--- src/rtl/wb_port_arbiter.sv ---
// wb_port_arbiter: shares one register-file write port between an ALU
// requester (0) and a load requester (1) through a one-entry registered
// output stage. Conflicts go to requester 1 by default; defining
// WB_ARB_ROUND_ROBIN_EN makes conflicts alternate via a 1-bit pointer.
module wb_port_arbiter #(
  parameter int unsigned REG_COUNT = 32,
  parameter int unsigned REG_WIDTH = 32,
  localparam int unsigned AW = $clog2(REG_COUNT)
) (
  input  logic                 clk,
  input  logic                 rst_n,
  input  logic                 req0_valid,
  input  logic [AW-1:0]        req0_ad,
  input  logic [REG_WIDTH-1:0] req0_wd,
  output logic                 req0_ready,
  input  logic                 req1_valid,
  input  logic [AW-1:0]        req1_ad,
  input  logic [REG_WIDTH-1:0] req1_wd,
  output logic                 req1_ready,
  input  logic                 wb_hold,
  output logic                 we3,
  output logic [AW-1:0]        ad3,
  output logic [REG_WIDTH-1:0] wd3,
  output logic                 stage_busy
);

  logic                 stage_valid;
  logic [AW-1:0]        stage_ad;
  logic [REG_WIDTH-1:0] stage_wd;
  logic                 grant0;
  logic                 grant1;
  logic                 accept;
  logic                 conflict;

  assign conflict = req0_valid && req1_valid;

`ifdef WB_ARB_ROUND_ROBIN_EN
  logic rr_ptr;

  // Pointer names the conflict winner; flips only when a conflict is granted.
  always_ff @(posedge clk or negedge rst_n) begin
    if (!rst_n) begin
      rr_ptr <= 1'b0;
    end else if (conflict && !wb_hold) begin
      rr_ptr <= ~rr_ptr;
    end
  end
`endif

  // Arbitration: the stage always drains when not held, so any non-held,
  // out-of-reset cycle can accept exactly one write.
  always_comb begin
    grant0 = 1'b0;
    grant1 = 1'b0;
    if (rst_n && !wb_hold) begin
      if (conflict) begin
`ifdef WB_ARB_ROUND_ROBIN_EN
        grant0 = ~rr_ptr;
        grant1 = rr_ptr;
`else
        grant1 = 1'b1;
`endif
      end else begin
        grant0 = req0_valid;
        grant1 = req1_valid;
      end
    end
  end

  assign req0_ready = grant0;
  assign req1_ready = grant1;
  assign accept     = grant0 || grant1;

  // Output stage: refill or empty on every non-held edge, frozen while held.
  always_ff @(posedge clk or negedge rst_n) begin
    if (!rst_n) begin
      stage_valid <= 1'b0;
      stage_ad    <= '0;
      stage_wd    <= '0;
    end else if (!wb_hold) begin
      stage_valid <= accept;
      if (grant1) begin
        stage_ad <= req1_ad;
        stage_wd <= req1_wd;
      end else if (grant0) begin
        stage_ad <= req0_ad;
        stage_wd <= req0_wd;
      end
    end
  end

  assign we3        = stage_valid && (stage_ad != '0) && !wb_hold;
  assign ad3        = stage_ad;
  assign wd3        = stage_wd;
  assign stage_busy = stage_valid;

endmodule

--- config.mk ---
export PLATFORM = sky130hd
export DESIGN_NAME = wb_port_arbiter
export DESIGN_NICKNAME = d
export VERILOG_FILES = /design/src/rtl/wb_port_arbiter.sv
export SDC_FILE = /design/constraint.sdc
export NUM_CORES = 1
export LEC_CHECK = 0
export BUFFER_PORTS_ARGS = -buffer_cell sky130_fd_sc_hd__buf_2
export CELL_PAD_IN_SITES_DETAIL_PLACEMENT = 1
export CELL_PAD_IN_SITES_GLOBAL_PLACEMENT = 1
export CORE_MARGIN = 1.5
export CORE_UTILIZATION = 33
export CTS_CLUSTER_DIAMETER = 200
export DETAILED_ROUTE_END_ITERATION = 8
export GPL_TIMING_DRIVEN = 0
export PLACE_DENSITY_LB_ADDON = 0.1
export SLEW_MARGIN = 20
export SYNTH_ARGS = -nofsm -noshare
export SYNTH_HDL_FRONTEND = slang
export SYNTH_SLANG_ARGS = --single-unit
--- constraint.sdc ---
create_clock -name clk -period 1.5 [get_ports clk]
set_input_delay 0.45 -clock clk [delete_from_list [all_inputs] [get_ports clk]]
set_output_delay 0.45 -clock clk [all_outputs]
set_load 0.05 [all_outputs]
# After elaboration in Yosys (flattened, before gate mapping)
# Cells that the tools add are included.
# word_totals
ff_bits,38
inputBits,79
output_inout_bits,41
word_cells,21
# op_classes
mux,8
bitwise_logic,1
n_reduce_logical,9
# ops
operator,n
$mux W32,2
$mux W5,2
$reduce_bool A5 Y1,1
$logic_and A1 B1 Y1,4
$mux W1,4
$reduce_and A2 Y1,1
$reduce_bool A2 Y1,1
$logic_not A1 Y1,1
$logic_or A1 B1 Y1,1
$not A1 Y1,1

# Logic depth before layout (Yosys ltp)
# depth
ltp_word,5
ltp_mapped,5
mapped_depth_nobuf,3

# Worst setup path before layout
# No wires, ideal clock.
# synth_timing
path_kind,register to output
startpoint,reg stage_ad[0] (netlist: ad3[0])
endpoint,out we3
t_arrival_ps,2033
required_time_ps,1050
slack_ps,-983
stages_incl_launch_ff,4
n_path_buf,0
path_cell_list,dfrtp_1 -> or4_1 -> nor2_1 -> nor3b_1
# synth_via
elab_chain_cells,3
# synth_lines
element,line,rtl
start: declaration,28,logic [AW-1:0] stage_ad;
start signal: assignment,83,stage_ad <= req1_ad;
start signal: assignment,86,stage_ad <= req0_ad;
$reduce_bool A5 Y1,92,assign we3 = stage_valid && (stage_ad != '0) && !wb_hold;
$logic_and A1 B1 Y1 (2 in series),92,
end: declaration,21,"output logic we3,"
# Every way passes these cells.

# Worst setup path in the final report
# layout_timing
startpoint,reg stage_ad[3] (netlist: ad3[3])
endpoint,out we3
# Same word-level chain as after synthesis.

==> impl_metrics.yaml <==
finish:
  nets: 439
  layout-drive-gt1-share_pct: 46.7
  multi_input_area_mm2: 0.00121
  n_antenna_cell: 0
  final_cells: 456
  area_delta_synth_final_pct: 46.8
  final_core_util_pct: 49.9
  fin_area_mm2: 0.00339
  n_fill_cell: 808
  seq_area_um2: 957
worst_setup_path:
  critPathSlowestCell: "or4_4"
  cp.arrival_ns: 1.59
  worst-path-buf-inv: 1
  crit_family: "simple AND/OR/NAND/NOR gates"
  path_max_fanout: 2
  r2r_start: "ad3[3]"
  cp_data_required_time_ns: 1.05
  reg2reg_slack_ns: 0.43
  crit_path_end_kind: "output port"
  path_class: "register to output port"
  cp_cell_sequence: "or4_4, nor2_4, nor3b_4, buf_6"
  crit_path_max_incr_delay_ns: 0.55
  crit_path_start_kind: "register"
  crit_path_start: "ad3[3]"
drt:
  antenna_left: 0
  wire_per_inst_um: 18.1
  vias: 2414
  dr.pass1.iters: 4
  routed_via_density: 5.29
  dr.first_iter.drc_count: 72
  wl_um: 8260
  route.detailed.drc: 0
floorplanning:
  floorplan.initialDensity_pct: 34.0
  coreArea_mm2: 0.00679
  die_w_um: 86.6
  die_h_um: 86.6
  io_pins: 120
  row_count: 30
  die_area_mm2: 0.00751
power:
  power.leakage_nw: 1.51
  power.total_mw: 3.99
  p_per_area_mw_per_mm2: 1180
  ir_worst_vdd_v: 0.000437
timing:
  setup_slack_ns: -0.545
  finalSetupViolCount: 3
  drv_slew: 0
  hold-worst-slack_ns: 0.0848
  worstMarginPinSlew_ns: 0.493
  skew_ns: 0
  fmax_mhz: 489
  fin_crit_sh_pct: 136
  final.setup.tns_ns: -0.791
  slew_headroom_pct: 67.2
  hold_viol_final: 0
  layout_min_cycle_time_ns: 2.04
  rsz0062_at_grt: "true"
clocking:
  htree_levels: 2
  clk_latency_ns: 0.29
  cts_buffer_depth: 2
  cts_tree: "done"
  cts_buffers: 5
  clkTransAtPathRegs_ns: 0.08
  cts-root-buf: "clkbuf_8"
  cts.sinks: 38
global_routing:
  grt_pass1_vias: 2529
  track_usage_pct: 22.4
  grt_pass1_wl_um: 13100
  met1_usage_pct: 30.1
  met2_usage_pct: 37.6
  antenna_found_initial: 0
  grt.overflow.total: 0
  grt.busiest_layer: "met2"
  grt_use_met3_pct: 4.19
  grt_start_max_net_pins: 21
logic_synthesis:
  synth.distinct_cells: 18
  yosysWarnings: 0
  synth_fp_nets: 303
  synth.avg_cell_area_um2: 10.3
  ys_ff_latch: 38
  netlist_area_mm2: 0.00231
  seq_area_frac_synth_pct: 41.2
  synth_cells: 224
  synth_top_area_cell: "dfrtp_1"
  ys_top_cells_by_area: "dfrtp_1, a221o_1, nand4b_1, nand2b_1, a21oi_1"
  synth_top_cell_area_share_pct: 41.2
job:
  maxCapViolCount: 0
placed_design:
  gp_congestion: 0.732
  post_dp_cell_area_mm2: 0.00307
  dp_slack_ns: -1.06
  dpl.hpwl_um: 5490
  port_buffers: 118
  placedCellCount: 438
run_status:
  violations: "negative setup slack"
  outcome: "complete, but fails checks"
worst_hold_path:
  min-delay-path-class: "input port to async pin"
==> layout make-up <==
type	instances	share of cell area, %
clock buffer	7	2.55
inverter	1	0.111
multi-input combinational	157	35.7
timing repair buffer	132	24.4
tap	96	3.55
sequential	38	28.2
buffer	25	5.47
==> cell usage after synthesis, drive strengths merged <==
library cell,instances
buf,24
clkbuf,4
or4,1
inv,1
a21oi,37
nand2,1
nand4b,37
nor2,2
dfrtp,38
o21ai,2
a221o,37
nand2b,38
nor3b,2
==> repair_timing <==
| action | in CTS | in global routing |
|---|---|---|
| hold endpoints to repair | 8 | 0 |
| pin swaps | 3 | 3 |
| cloned | 2 | 0 |
| setup endpoints to repair | 41 | 6 |
| buffers inserted | 7 | 4 |
| gates resized for setup | 25 | 6 |
| hold buffers | 1 | 0 |
==> routing by layer <==
metal  vias up  part of all wire, %
met5         -                    0
met4         0                 0.74
met3         5                  4.8
met2        79                   48
met1      1180                   46
li1       1150                    -
==> power by group <==
part | leakage, nW | switching [mW] | total, mW | internal (mW)
combinational | 1.03 | 1.20 | 1.82 | 0.616
sequential | 0.442 | 0.182 | 1.43 | 1.25
clock | 0.0443 | 0.377 | 0.742 | 0.366
==> cell families (layout without fill, tap and decap cells) <==
logic type | after synthesis | in the layout | synth area share (%)
and+or+nand+nor | 81 | 81 | 26.2
AOI/OAI and AO/OA | 76 | 76 | 24.5
DFF | 38 | 38 | 41.2
buffers and inverters | 29 | 165 | 8.08
==> placed cells by master (no fill, tap or decap), types with 3 or more instances in the layout <==
cell and count:
buf_2 117, nand4b_1 37, nand2b_1 37, a21oi_1 37
a221o_1 37, dfrtp_1 33, buf_4 14, buf_6 13
clkbuf_8 6, dfrtp_2 5, clkbuf_1 4, buf_8 3
==> flip-flops by register name, summed over array words and instances (netlist names) <==
register / count
ad3: 5
stage_busy: 1
wd3: 32
==> worst paths after layout <==
kind	end	cells past startpoint
worst max-delay path	we3	4
worst min-delay path	wd3[9]	1
worst max register to register	ad3[3]	4
worst min register to register	stage_busy	2
max in group asynchronous	ad3[3]	2
min in group clk	wd3[31]	2
(Power assumes the default switching activity.)
